[src/rtl/arm_pkg.sv]
// Shared definitions for the ARM pipeline: ALU opcodes, shift types,
// NZCV bit positions and forwarding-select codes.
package arm_pkg;

  localparam logic [3:0] STATUS_RST = 4'b0000;

  // ALU opcodes carried on Exe_CMD; unlisted codes are no-ops.
  typedef enum logic [3:0] {
    EXE_NOP = 4'b0000,
    EXE_MOV = 4'b0001,
    EXE_ADD = 4'b0010,
    EXE_ADC = 4'b0011,
    EXE_SUB = 4'b0100,
    EXE_SBC = 4'b0101,
    EXE_AND = 4'b0110,
    EXE_ORR = 4'b0111,
    EXE_EOR = 4'b1000,
    EXE_MVN = 4'b1001
  } exe_cmd_t;

  // Register-operand shift types, from shift_operand[6:5].
  typedef enum logic [1:0] {
    SHIFT_LSL = 2'b00,
    SHIFT_LSR = 2'b01,
    SHIFT_ASR = 2'b10,
    SHIFT_ROR = 2'b11
  } shift_t;

  // Bit positions inside the {N,Z,C,V} status word.
  localparam int FLAG_N = 3;
  localparam int FLAG_Z = 2;
  localparam int FLAG_C = 1;
  localparam int FLAG_V = 0;

  // Operand forwarding selects; code 11 falls back to the register value.
  typedef enum logic [1:0] {
    FWD_REG  = 2'b00,
    FWD_MEM  = 2'b01,
    FWD_WB   = 2'b10,
    FWD_REG2 = 2'b11
  } fwd_sel_t;

endpackage

[src/rtl/exe_stage_if.sv]
// Bus between ID/EX, the execute stage and EX/MEM.
// The forwarding signals exist only when FORWARDING_EN is defined.
interface exe_stage_if;
  import arm_pkg::*;

`ifdef FORWARDING_EN
  logic [1:0]  sel_src1;
  logic [1:0]  sel_src2;
  logic [31:0] MEM_fwd;
  logic [31:0] WB_fwd;
`endif
  logic        freeze;
  logic        WB_EN_in;
  logic        MEM_R_EN_in;
  logic        MEM_W_EN_in;
  logic        B_in;
  logic        S_in;
  logic        imm_in;
  logic [3:0]  Exe_CMD_in;
  logic [3:0]  Dest_in;
  logic [11:0] shift_operand_in;
  logic [23:0] signed_imm_24_in;
  logic [31:0] PC_in;
  logic [31:0] Val_Rn_in;
  logic [31:0] Val_Rm_in;
  logic        carry_in;

  logic [3:0]  status;
  logic        Branch_taken;
  logic [31:0] Branch_address;
  logic        WB_EN;
  logic        MEM_R_EN;
  logic        MEM_W_EN;
  logic [31:0] ALU_res;
  logic [31:0] Val_Rm;
  logic [3:0]  Dest;

  // Execute-stage side.
  modport slave (
`ifdef FORWARDING_EN
    input  sel_src1, sel_src2, MEM_fwd, WB_fwd,
`endif
    input  freeze, WB_EN_in, MEM_R_EN_in, MEM_W_EN_in, B_in, S_in, imm_in,
    input  Exe_CMD_in, Dest_in, shift_operand_in, signed_imm_24_in,
    input  PC_in, Val_Rn_in, Val_Rm_in, carry_in,
    output status, Branch_taken, Branch_address,
    output WB_EN, MEM_R_EN, MEM_W_EN, ALU_res, Val_Rm, Dest
  );

  // Pipeline-control side.
  modport master (
`ifdef FORWARDING_EN
    output sel_src1, sel_src2, MEM_fwd, WB_fwd,
`endif
    output freeze, WB_EN_in, MEM_R_EN_in, MEM_W_EN_in, B_in, S_in, imm_in,
    output Exe_CMD_in, Dest_in, shift_operand_in, signed_imm_24_in,
    output PC_in, Val_Rn_in, Val_Rm_in, carry_in,
    input  status, Branch_taken, Branch_address,
    input  WB_EN, MEM_R_EN, MEM_W_EN, ALU_res, Val_Rm, Dest
  );

endinterface

[src/rtl/val2_generator.sv]
// Combinational second-operand generator: memory offset, rotated
// 8-bit immediate, or shifted Rm, in that priority order.
module val2_generator
  import arm_pkg::*;
(
  input  logic [11:0] shift_operand,
  input  logic        imm,
  input  logic        mem_en,
  input  logic [31:0] rm,
  output logic [31:0] val2
);

  logic [4:0]  shift_amt;
  logic [4:0]  rot_amt;
  logic [63:0] imm_dbl;
  logic [63:0] rm_dbl;
  logic [63:0] imm_rot;
  logic [63:0] rm_rot;

  assign shift_amt = shift_operand[11:7];
  assign rot_amt   = {shift_operand[11:8], 1'b0};
  // Rotates are done as a right shift of the value concatenated with itself.
  assign imm_dbl   = {24'd0, shift_operand[7:0], 24'd0, shift_operand[7:0]};
  assign rm_dbl    = {rm, rm};
  assign imm_rot   = imm_dbl >> rot_amt;
  assign rm_rot    = rm_dbl >> shift_amt;

  // Select the operand; an amount of 0 leaves Rm unchanged for every type.
  always_comb begin
    val2 = rm;
    if (mem_en) begin
      val2 = {20'd0, shift_operand};
    end else if (imm) begin
      val2 = imm_rot[31:0];
    end else begin
      case (shift_t'(shift_operand[6:5]))
        SHIFT_LSL: val2 = rm << shift_amt;
        SHIFT_LSR: val2 = rm >> shift_amt;
        SHIFT_ASR: val2 = $unsigned($signed(rm) >>> shift_amt);
        SHIFT_ROR: val2 = rm_rot[31:0];
        default:   val2 = rm;
      endcase
    end
  end

endmodule

[src/rtl/exe_stage.sv]
// Execute stage: operand select, ALU, NZCV register, branch target and
// the EX/MEM pipeline register. Optional operand forwarding is enabled
// with the FORWARDING_EN macro.
module exe_stage
  import arm_pkg::*;
(
  input logic          clk,
  input logic          rst,
  exe_stage_if.slave   bus
);

  logic [31:0] rn;
  logic [31:0] rm;
  logic [31:0] val2;
  logic [31:0] alu_res;
  logic [3:0]  flags_next;
  logic [32:0] sum;
  logic        ovf;
  logic        op_valid;
  logic        op_arith;

  logic [3:0]  status_reg;
  logic        wb_en_reg;
  logic        mem_r_en_reg;
  logic        mem_w_en_reg;
  logic [31:0] alu_res_reg;
  logic [31:0] val_rm_reg;
  logic [3:0]  dest_reg;

`ifdef FORWARDING_EN
  // Pick Rn from the register file or a later stage.
  always_comb begin
    rn = bus.Val_Rn_in;
    case (fwd_sel_t'(bus.sel_src1))
      FWD_MEM: rn = bus.MEM_fwd;
      FWD_WB:  rn = bus.WB_fwd;
      default: rn = bus.Val_Rn_in;
    endcase
  end

  // Pick Rm the same way; it feeds both Val2 and the store data.
  always_comb begin
    rm = bus.Val_Rm_in;
    case (fwd_sel_t'(bus.sel_src2))
      FWD_MEM: rm = bus.MEM_fwd;
      FWD_WB:  rm = bus.WB_fwd;
      default: rm = bus.Val_Rm_in;
    endcase
  end
`else
  assign rn = bus.Val_Rn_in;
  assign rm = bus.Val_Rm_in;
`endif

  val2_generator u_val2 (
    .shift_operand (bus.shift_operand_in),
    .imm           (bus.imm_in),
    .mem_en        (bus.MEM_R_EN_in | bus.MEM_W_EN_in),
    .rm            (rm),
    .val2          (val2)
  );

  // ALU and next flags; subtracts are Rn + ~Val2 + carry so C means no borrow.
  always_comb begin
    alu_res    = '0;
    sum        = '0;
    ovf        = 1'b0;
    op_valid   = 1'b1;
    op_arith   = 1'b0;
    flags_next = status_reg;
    case (bus.Exe_CMD_in)
      EXE_MOV: alu_res = val2;
      EXE_MVN: alu_res = ~val2;
      EXE_ADD: begin
        sum      = {1'b0, rn} + {1'b0, val2};
        op_arith = 1'b1;
        ovf      = (rn[31] == val2[31]) && (sum[31] != rn[31]);
      end
      EXE_ADC: begin
        sum      = {1'b0, rn} + {1'b0, val2} + {32'd0, bus.carry_in};
        op_arith = 1'b1;
        ovf      = (rn[31] == val2[31]) && (sum[31] != rn[31]);
      end
      EXE_SUB: begin
        sum      = {1'b0, rn} + {1'b0, ~val2} + 33'd1;
        op_arith = 1'b1;
        ovf      = (rn[31] != val2[31]) && (sum[31] != rn[31]);
      end
      EXE_SBC: begin
        sum      = {1'b0, rn} + {1'b0, ~val2} + {32'd0, bus.carry_in};
        op_arith = 1'b1;
        ovf      = (rn[31] != val2[31]) && (sum[31] != rn[31]);
      end
      EXE_AND: alu_res = rn & val2;
      EXE_ORR: alu_res = rn | val2;
      EXE_EOR: alu_res = rn ^ val2;
      default: op_valid = 1'b0;
    endcase
    if (op_arith) begin
      alu_res = sum[31:0];
    end
    if (op_valid) begin
      flags_next[FLAG_N] = alu_res[31];
      flags_next[FLAG_Z] = (alu_res == 32'd0);
      if (op_arith) begin
        flags_next[FLAG_C] = sum[32];
        flags_next[FLAG_V] = ovf;
      end
    end
  end

  // NZCV register: updated by flag-setting instructions unless stalled.
  always_ff @(posedge clk or posedge rst) begin
    if (rst) begin
      status_reg <= STATUS_RST;
    end else if (bus.S_in && !bus.freeze) begin
      status_reg <= flags_next;
    end
  end

  // EX/MEM register: captures results every unstalled cycle.
  always_ff @(posedge clk or posedge rst) begin
    if (rst) begin
      wb_en_reg    <= 1'b0;
      mem_r_en_reg <= 1'b0;
      mem_w_en_reg <= 1'b0;
      alu_res_reg  <= '0;
      val_rm_reg   <= '0;
      dest_reg     <= '0;
    end else if (!bus.freeze) begin
      wb_en_reg    <= bus.WB_EN_in;
      mem_r_en_reg <= bus.MEM_R_EN_in;
      mem_w_en_reg <= bus.MEM_W_EN_in;
      alu_res_reg  <= alu_res;
      val_rm_reg   <= rm;
      dest_reg     <= bus.Dest_in;
    end
  end

  assign bus.status         = status_reg;
  assign bus.WB_EN          = wb_en_reg;
  assign bus.MEM_R_EN       = mem_r_en_reg;
  assign bus.MEM_W_EN       = mem_w_en_reg;
  assign bus.ALU_res        = alu_res_reg;
  assign bus.Val_Rm         = val_rm_reg;
  assign bus.Dest           = dest_reg;

  // Branch resolution is combinational so IF/ID can flush this cycle.
  assign bus.Branch_taken   = bus.B_in;
  assign bus.Branch_address = bus.PC_in +
                              {{6{bus.signed_imm_24_in[23]}}, bus.signed_imm_24_in, 2'b00};

endmodule

[src/flat_wrapper.sv]
// flat-port wrapper written by rule: the top's interface ports become plain ports
module exe_stage_flat import arm_pkg::*;
  (clk, rst, bus_freeze, bus_WB_EN_in, bus_MEM_R_EN_in, bus_MEM_W_EN_in, bus_B_in, bus_S_in, bus_imm_in, bus_Exe_CMD_in, bus_Dest_in, bus_shift_operand_in, bus_signed_imm_24_in, bus_PC_in, bus_Val_Rn_in, bus_Val_Rm_in, bus_carry_in, bus_status, bus_Branch_taken, bus_Branch_address, bus_WB_EN, bus_MEM_R_EN, bus_MEM_W_EN, bus_ALU_res, bus_Val_Rm, bus_Dest);
  exe_stage_if bus_i ();
  input logic clk;
  input logic rst;
  input wire logic [$bits(bus_i.freeze)-1:0] bus_freeze;
  input wire logic [$bits(bus_i.WB_EN_in)-1:0] bus_WB_EN_in;
  input wire logic [$bits(bus_i.MEM_R_EN_in)-1:0] bus_MEM_R_EN_in;
  input wire logic [$bits(bus_i.MEM_W_EN_in)-1:0] bus_MEM_W_EN_in;
  input wire logic [$bits(bus_i.B_in)-1:0] bus_B_in;
  input wire logic [$bits(bus_i.S_in)-1:0] bus_S_in;
  input wire logic [$bits(bus_i.imm_in)-1:0] bus_imm_in;
  input wire logic [$bits(bus_i.Exe_CMD_in)-1:0] bus_Exe_CMD_in;
  input wire logic [$bits(bus_i.Dest_in)-1:0] bus_Dest_in;
  input wire logic [$bits(bus_i.shift_operand_in)-1:0] bus_shift_operand_in;
  input wire logic [$bits(bus_i.signed_imm_24_in)-1:0] bus_signed_imm_24_in;
  input wire logic [$bits(bus_i.PC_in)-1:0] bus_PC_in;
  input wire logic [$bits(bus_i.Val_Rn_in)-1:0] bus_Val_Rn_in;
  input wire logic [$bits(bus_i.Val_Rm_in)-1:0] bus_Val_Rm_in;
  input wire logic [$bits(bus_i.carry_in)-1:0] bus_carry_in;
  output wire logic [$bits(bus_i.status)-1:0] bus_status;
  output wire logic [$bits(bus_i.Branch_taken)-1:0] bus_Branch_taken;
  output wire logic [$bits(bus_i.Branch_address)-1:0] bus_Branch_address;
  output wire logic [$bits(bus_i.WB_EN)-1:0] bus_WB_EN;
  output wire logic [$bits(bus_i.MEM_R_EN)-1:0] bus_MEM_R_EN;
  output wire logic [$bits(bus_i.MEM_W_EN)-1:0] bus_MEM_W_EN;
  output wire logic [$bits(bus_i.ALU_res)-1:0] bus_ALU_res;
  output wire logic [$bits(bus_i.Val_Rm)-1:0] bus_Val_Rm;
  output wire logic [$bits(bus_i.Dest)-1:0] bus_Dest;
  assign bus_i.freeze = bus_freeze;
  assign bus_i.WB_EN_in = bus_WB_EN_in;
  assign bus_i.MEM_R_EN_in = bus_MEM_R_EN_in;
  assign bus_i.MEM_W_EN_in = bus_MEM_W_EN_in;
  assign bus_i.B_in = bus_B_in;
  assign bus_i.S_in = bus_S_in;
  assign bus_i.imm_in = bus_imm_in;
  assign bus_i.Exe_CMD_in = bus_Exe_CMD_in;
  assign bus_i.Dest_in = bus_Dest_in;
  assign bus_i.shift_operand_in = bus_shift_operand_in;
  assign bus_i.signed_imm_24_in = bus_signed_imm_24_in;
  assign bus_i.PC_in = bus_PC_in;
  assign bus_i.Val_Rn_in = bus_Val_Rn_in;
  assign bus_i.Val_Rm_in = bus_Val_Rm_in;
  assign bus_i.carry_in = bus_carry_in;
  assign bus_status = bus_i.status;
  assign bus_Branch_taken = bus_i.Branch_taken;
  assign bus_Branch_address = bus_i.Branch_address;
  assign bus_WB_EN = bus_i.WB_EN;
  assign bus_MEM_R_EN = bus_i.MEM_R_EN;
  assign bus_MEM_W_EN = bus_i.MEM_W_EN;
  assign bus_ALU_res = bus_i.ALU_res;
  assign bus_Val_Rm = bus_i.Val_Rm;
  assign bus_Dest = bus_i.Dest;
  exe_stage u_core (.clk(clk), .rst(rst), .bus(bus_i));
endmodule
[config.mk]
export PLATFORM = sky130hd
export DESIGN_NAME = exe_stage_flat
export DESIGN_NICKNAME = d
export VERILOG_FILES = /design/src/rtl/arm_pkg.sv /design/src/rtl/exe_stage_if.sv /design/src/rtl/val2_generator.sv /design/src/rtl/exe_stage.sv /design/src/flat_wrapper.sv
export SDC_FILE = /design/constraint.sdc
export NUM_CORES = 1
export LEC_CHECK = 0
export BUFFER_PORTS_ARGS = -buffer_cell sky130_fd_sc_hd__buf_2
export CAP_MARGIN = 10
export CELL_PAD_IN_SITES_DETAIL_PLACEMENT = 0
export CELL_PAD_IN_SITES_GLOBAL_PLACEMENT = 2
export CORE_UTILIZATION = 30
export DETAILED_ROUTE_END_ITERATION = 10
export PLACE_DENSITY = 0.82
export SLEW_MARGIN = 30
export SYNTH_ARGS = -nofsm -noshare
export SYNTH_HDL_FRONTEND = slang
export SYNTH_SLANG_ARGS = --single-unit
[constraint.sdc]
create_clock -name clk -period 6.2 [get_ports clk]
set_input_delay 0.31 -clock clk [delete_from_list [all_inputs] [get_ports clk]]
set_output_delay 0.31 -clock clk [all_outputs]
set_load 0.02 [all_outputs]
==> impl_metrics.py, run 1 <==
metrics = {
    "place": {
        "io_buffer_count": 251,
        "pre_cts_ws_ns": -1.23,
        "gp_congestion": 1.06,
        "post-dp-hpwl_mm": 83.9,
        "dpl_cell_area_sq_um": 25900,
    },
    "power": {
        "p_per_area_nw_per_um2": 157,
        "max-vdd-ir-drop_v": 0.000157,
        "total_power_uw": 4350,
        "power_leakage_uw": 0.0127,
    },
    "routing": {
        "dr.pass1.iters": 6,
        "wire_per_inst_um": 24.5,
        "drt_iter0_markers": 2154,
        "drt_wl_total_mm": 102,
        "num_vias": 24539,
        "drc_errors": 0,
        "antenna_left": 0,
        "vias_per_cell": 5.86,
    },
    "floorplan": {
        "die-height_um": 246,
        "io_pins": 258,
        "initial_core_util_pct": 30.4,
        "dieArea_sq_um": 60800,
        "rows": 89,
        "core_area_sq_um": 59000,
        "die_w_um": 246,
    },
    "logic_synthesis": {
        "synthSimpleGateAreaFrac_pct": 22.2,
        "synth_area_leaders": "dfrtp_1 (10%), ha_1 (9.2%), mux4_2 (6.4%), mux2_2 (6.1%), nor2_1 (5.4%)",
        "async_flop_share_pct": 100,
        "synth-edff-count": 0,
        "yosysSeqAreaShare_pct": 10.5,
        "synth_fa_ha_area_share_pct": 9.54,
        "synth.top_cell.area_share_pct": 10.5,
        "synthDistinctLibCells": 98,
        "avgSynthCellArea_sq_um": 7.37,
        "yosys-mux-area-fraction_pct": 16.1,
        "yosysTopAreaCell": "dfrtp_1",
        "synth_top_family_by_area": "compound AO/OA/AOI/OAI gates",
        "yosysWarnings": 0,
        "synthCells": 2434,
        "synthTopCellsByCount": "nor2_1 (256), nand2_1 (193), a21oi_1 (183)",
        "synthFlopType": "dfrtp_1",
        "synthXorXnorAreaFrac_pct": 5.96,
        "synth.most_common_cell": "nor2_1",
        "ys_seq_elements": 75,
        "netlist_area_sq_um": 17900,
        "synth_nets": 2719,
        "synth_compound_area_share_pct": 29.3,
    },
    "run_status": {
        "violations": "setup timing",
        "status": "complete, but fails checks",
    },
    "sta": {
        "tns_ns": -0.188,
        "setup_viol": 4,
        "fin_crit_ns": 6.36,
        "timing.fmax_mhz": 157,
        "fin_crit_sh_pct": 103,
        "fin_ws_ns": -0.160,
        "slew_violations": 0,
        "hold_viol": 0,
        "rsz0062_at_grt": "yes",
        "slew_headroom_pct": 30.2,
        "tightest_slew_ns": 1.05,
        "clock_skew_ns": 0,
    },
    "cts": {
        "cts-root-buf": "clkbuf_16",
        "cts_tree": "yes",
        "cts_hold_buffers": 0,
        "clock_sink_count": 75,
        "clock_latency_ns": 0.39,
        "htree_levels": 3,
        "clockBufferDepth": 2,
        "cts-buffers-inserted": 9,
        "clk_pin_slew_ns": 0.09,
    },
    "worst_setup_path": {
        "cpPeakStageDelay_ns": 0.57,
        "cpMaxStageDelayCell": "or4b_4",
        "ff2ff_path_depth": 1,
        "worstPathArrival_ns": 6.69,
        "cp_max_fo": 7,
        "required_ns": 6.53,
        "start_kind": "primary input",
        "reg2reg_slack_ns": 5.41,
        "end_kind": "flop",
        "crit_chain": "buf_16 > buf_8 > mux4_2 > mux4_2 > nor2_4 > a311oi_1 > o211ai_1 > a21o_1 > ha_4 > nor2_2 > a221o_1 > a22o_4 > or4_4 > and4_4 > buf_6 > nor4_4 > nand4b_1 > nor4_4 > nand4_1 > nor3b_2 > or4b_4 > nor4_2 > nand4b_1 > o31ai_2",
        "critPathKind": "primary input to flop",
        "reg2reg_to": "u_core.bus.Val_Rm[9]$_DFFE_PP0N_",
        "r2r-start": "u_core.bus.Val_Rm[9]$_DFFE_PP0N_",
    },
    "grt": {
        "antenna_found_initial": 0,
        "grt_pass1_wl_mm": 149,
        "track_usage_pct": 32.6,
        "grt_pass1_vias": 23932,
        "grt_remaining_overflow": 0,
        "grt_max_degree": 76,
    },
    "layout": {
        "register_area_sq_um": 1880,
        "multi_input_area_sq_um": 16000,
        "final_core_utilization_pct": 47.0,
        "final_area_sq_um": 27700,
        "syn2layout_area_growth_pct": 54.6,
        "fillCellCount": 5968,
        "drive_above_1_share_pct": 43.6,
        "nNetsFinal": 3692,
    },
    "job": {
        "max-cap-violations": 0,
    },
    "worst_hold_path": {
        "hp-class": "primary input to asynchronous set/reset pin",
    },
}
## cell type report
class,count,area share [%]
antenna,1,0.00903
sequential,75,6.77
timing repair buffer,1125,29.2
multi-input combinational,2060,57.6
clock buffer,10,0.862
clock inverter,6,0.262
tap,773,3.49
inverter,136,1.85
## layer usage
| metal | track usage, % | vias to the layer above | share of wire [%] |
|---|---|---|---|
| met5 | 0 | - | 0 |
| met4 | 18.3 | 0 | 6.4 |
| met3 | 4.78 | 304 | 7.5 |
| met2 | 53.7 | 1225 | 46 |
| met1 | 40.6 | 11869 | 40 |
| li1 | - | 11141 | - |
## critical path: cells and delay by family
kind / cells / cell delay, ns
simple gates: 12 / 3.12
compound gates: 6 / 1.60
mux: 2 / 1.07
buf+inv: 3 / 0.37
fa+ha+maj: 1 / 0.20
## worst max-delay path by stage
stage / start / end / cells past startpoint / slack [ns]
final: bus_shift_operand_in[7] / u_core.bus.status[2]$_DFFE_PP0P_ / 24 / -0.16
after global routing: bus_shift_operand_in[7] / u_core.bus.status[2]$_DFFE_PP0P_ / 24 / -0.27
after CTS: bus_shift_operand_in[7] / u_core.bus.status[2]$_DFFE_PP0P_ / 24 / 0.0002
after detailed placement: bus_shift_operand_in[7] / u_core.bus.status[2]$_DFFE_PP0P_ / 27 / -1.23
after global placement: bus_shift_operand_in[7] / u_core.bus.status[2]$_DFFE_PP0P_ / 27 / -1.26
after floorplan: bus_shift_operand_in[7] / u_core.bus.status[2]$_DFFE_PP0P_ / 26 / 0.003
## layout by cell type, fill, tap and decap left out, drive strengths merged, types with 30 or more instances in the layout
| master | n |
|---|---|
| a31oi | 37 |
| o211ai | 45 |
| ha | 132 |
| mux4 | 51 |
| buf | 1123 |
| xnor2 | 91 |
| a221oi | 38 |
| nor2 | 257 |
| a21o | 30 |
| a21oi | 183 |
| xor2 | 31 |
| nand4 | 34 |
| nor3 | 73 |
| nand2 | 194 |
| mux2 | 97 |
| nand3 | 66 |
| dfrtp | 75 |
| o21ai | 134 |
| mux2i | 64 |
| a211oi | 39 |
| inv | 133 |
## power by group
part,internal (uW),switching (uW),leakage (uW)
Clock,326,278,0.000149
Sequential,556,36.2,0.000902
Combinational,1420,1730,0.0116
## logic make-up (layout without fill, tap and decap cells)
group           count (synthesis)  count (layout)
xor+xnor                      122             122
other cells                     0               1
mux                           212             212
compound gates                771             771
simple gates                  820             820
buf+inv                       299            1277
flops                          75              75
fa+ha+maj                     135             135
## through the flow
step / std cells / hold WS, ns
2_1_floorplan: 2434 / 0.461
3_3_place_gp: 4119 / 0.472
3_5_place_dp: 4120 / 0.473
4_1_cts: 4150 / 0.130
5_1_grt: 4185 / 0.139
6_report: 4186 / 0.106
## repair_timing
item	4_1_cts	5_1_grt
gates cloned	0	2
endpoints found under the setup margin	17	17
gates resized for setup	83	126
pin swaps	27	39
hold endpoints to repair	0	0
setup buffers	14	33
(Power assumes the default switching activity.)
==> inputs of run 2 (changes only) <==
--- a/config.mk
+++ b/config.mk
@@ -6,4 +6,5 @@
 export NUM_CORES = 1
 export LEC_CHECK = 0
+export ABC_AREA = 1
 export BUFFER_PORTS_ARGS = -buffer_cell sky130_fd_sc_hd__buf_2
 export CAP_MARGIN = 10
@@ -12,5 +13,5 @@
 export CORE_UTILIZATION = 30
 export DETAILED_ROUTE_END_ITERATION = 10
-export PLACE_DENSITY = 0.82
+export PLACE_DENSITY = 0.91
 export SLEW_MARGIN = 30
 export SYNTH_ARGS = -nofsm -noshare
==> constraint.sdc (replaced) <==
create_clock -name clk -period 6.2 [get_ports clk]
set_input_delay 0.31 -clock clk [delete_from_list [all_inputs] [get_ports clk]]
set_output_delay 0.31 -clock clk [all_outputs]
set_load 0.1 [all_outputs]
==> run 2 against run 1 <==
  * The flow now finishes without violations
  * Critical path depth grew 5
  * Maximum frequency grew 8.7%
  * Area after synthesis grew 12%
  * Clock skew is the same
  * Routed wire length grew 0.66%
  * Total power shrank 2.3%
  * Register-to-register slack gained 0.04 ns
  * Critical path type unchanged
==> impl_metrics.py, run 2 <==
metrics = {
    "run_status": {
        "status": "finished, final reports clean",
    },
    "place": {
        "dpl_cell_area_sq_um": 22300,
        "gp_congestion": 1.06,
        "io_buffer_count": 251,
        "post-dp-hpwl_mm": 87.9,
    },
    "cts": {
        "htree_levels": 3,
        "cts_hold_buffers": 0,
        "cts_resized": 0,
        "cts-root-buf": "clkbuf_16",
        "clock_sink_count": 75,
        "clock_latency_ns": 0.34,
        "cts_tree": "yes",
        "cts-buffers-inserted": 9,
        "clk_pin_slew_ns": 0.07,
        "clockBufferDepth": 2,
        "cts_setup_buffers": 0,
    },
    "logic_synthesis": {
        "yosysTopAreaCell": "nand2_1",
        "avgSynthCellArea_sq_um": 5.22,
        "synth_fa_ha_area_share_pct": 8.55,
        "synth.most_common_cell": "nand2_1",
        "yosys-mux-area-fraction_pct": 0.400,
        "yosysWarnings": 0,
        "synthSimpleGateAreaFrac_pct": 54.5,
        "ys_seq_elements": 75,
        "synthXorXnorAreaFrac_pct": 1.62,
        "synth_area_leaders": "nand2_1 (26%), nand3_1 (13%), dfrtp_1 (9.4%), ha_1 (8.2%), inv_1 (7.5%)",
        "synth_compound_area_share_pct": 13.6,
        "synthFlopType": "dfrtp_1",
        "netlist_area_sq_um": 20000,
        "synth-edff-count": 0,
        "synth.top_cell.area_share_pct": 26.3,
        "synthCells": 3839,
        "synth_nets": 4124,
        "yosysSeqAreaShare_pct": 9.37,
        "synth_top_family_by_area": "simple AND/OR/NAND/NOR gates",
        "synthTopCellsByCount": "nand2_1 (1405), nand3_1 (530), inv_1 (399)",
        "synthDistinctLibCells": 59,
        "async_flop_share_pct": 100,
    },
    "sta": {
        "rsz0062_at_grt": "no",
        "tns_ns": 0,
        "fin_crit_sh_pct": 94.4,
        "fin_crit_ns": 5.85,
        "timing.fmax_mhz": 171,
        "tightest_slew_ns": 0.964,
        "setup_viol": 0,
        "clock_skew_ns": 0,
        "slew_violations": 0,
        "slew_headroom_pct": 35.7,
        "hold_viol": 0,
    },
    "worst_hold_path": {
        "hp-class": "primary input to asynchronous set/reset pin",
    },
    "grt": {
        "grt_remaining_overflow": 0,
        "antenna_found_initial": 9,
        "track_usage_pct": 29.5,
        "grt_pass1_vias": 23715,
        "grt_max_degree": 87,
        "grt_pass1_wl_mm": 151,
    },
    "power": {
        "p_per_area_nw_per_um2": 188,
        "total_power_uw": 4250,
        "power_leakage_uw": 0.0122,
        "max-vdd-ir-drop_v": 0.000150,
    },
    "worst_setup_path": {
        "cpMaxStageDelayCell": "fa_1",
        "worstPathArrival_ns": 6.11,
        "ff2ff_path_depth": 2,
        "critPathKind": "primary input to flop",
        "start_kind": "primary input",
        "path_common_cell": "nand2_1",
        "cpPeakStageDelay_ns": 0.52,
        "end_kind": "flop",
        "required_ns": 6.46,
        "reg2reg_slack_ns": 5.45,
        "cp_max_fo": 24,
    },
    "floorplan": {
        "rows": 94,
        "die_w_um": 260,
        "dieArea_sq_um": 67800,
        "initial_core_util_pct": 30.4,
        "core_area_sq_um": 65900,
        "io_pins": 258,
        "die-height_um": 260,
    },
    "layout": {
        "syn2layout_area_growth_pct": 12.8,
        "drive_above_1_share_pct": 13.3,
        "nNetsFinal": 4306,
        "mostFrequentLayoutCells": "nand2_1 (1405), nand3_1 (530), inv_1 (394), nor2_1 (326), buf_2 (251)",
        "final_common_cell": "nand2_1",
        "final_core_utilization_pct": 34.3,
        "final_area_sq_um": 22600,
    },
    "job": {
        "max-cap-violations": 0,
    },
    "routing": {
        "wire_per_inst_um": 21.1,
        "drt_wl_total_mm": 103,
        "dr.pass1.iters": 6,
        "vias_per_cell": 5.43,
        "drc_errors": 0,
        "drt_iter0_markers": 3611,
        "antenna_left": 0,
        "num_vias": 26544,
    },
}
-- run 2: changes by cell type after synthesis, moves of 45 or more --
| cell | change |
|---|---|
| nand2_1 | +1212 |
| nand3_1 | +464 |
| inv_1 | +270 |
| mux2_2 | -97 |
| xnor2_1 | -81 |
| nor2_1 | +73 |
| clkbuf_1 | -70 |
| mux2i_1 | -56 |
| nor3_1 | -52 |
| mux4_2 | -51 |
| nor2_2 | +50 |
| nand4_1 | +45 |
-- run 2: area by class of cell --
type                            instances  area, sq um
Antenna cell                            1         2.50
Tap cell                              864         1080
Timing Repair Buffer                  321         1870
Sequential cell                        75         1880
Clock inverter                          7         98.8
Fill cell                            7641        43300
Multi-Input combinational cell       3167        15800
Inverter                              447         1680
Clock buffer                            9          225
-- run 2: logic make-up after synthesis --
family / Yosys count
compound gates: 468
xor+xnor: 37
mux: 8
simple gates: 2519
flops: 75
fa+ha+maj: 135
buf+inv: 597
-- run 2: final timing paths --
path                                                     from                            endpoint
max in group asynchronous                                 rst  u_core.bus.ALU_res[28]$_DFFE_PP0N_
max reg2reg                u_core.bus.ALU_res[14]$_DFFE_PP0N_  u_core.bus.ALU_res[14]$_DFFE_PP0N_
max                                  bus_shift_operand_in[11]    u_core.bus.status[2]$_DFFE_PP0P_
min in group clk                               bus_Dest_in[1]      u_core.bus.Dest[1]$_DFFE_PP0N_
min                                                       rst   u_core.bus.Val_Rm[17]$_DFFE_PP0N_
min reg2reg                 u_core.bus.Val_Rm[27]$_DFFE_PP0N_   u_core.bus.Val_Rm[27]$_DFFE_PP0N_
-- run 2: critical path, delay by kind of cell --
| family | cells | cell delay (ns) |
|---|---|---|
| compound gates | 3 | 0.47 |
| simple gates | 20 | 3.63 |
| buf+inv | 5 | 1.12 |
| fa+ha+maj | 1 | 0.52 |
-- run 2: power by group --
part / switching, uW / internal (uW)
sequential: 36.6 / 549
clock: 228 / 356
combinational: 2410 / 671
total: 2670 / 1580
-- run 2: through the flow --
| stage | hold slack, ns | worst slack [ns] | std cells |
|---|---|---|---|
| 2_1_floorplan | 0.420 | 1.75 | 3839 |
| 3_3_place_gp | 0.457 | 0.167 | 4874 |
| 3_5_place_dp | 0.460 | 0.229 | 4874 |
| 4_1_cts | 0.158 | 0.564 | 4890 |
| 5_1_grt | 0.169 | 0.0260 | 4891 |
| 6_report | 0.149 | 0.350 | 4891 |
-- run 2: layer usage --
layer	global-route usage (%)	share of wire (%)	vias to the layer above	wire, um
met5	0	0.070	-	72
met3	5.68	11	168	11900
met4	10.7	4.0	12	4140
met1	41.7	43	12066	44800
li1	-	-	12824	-
met2	44.1	41	1474	42300
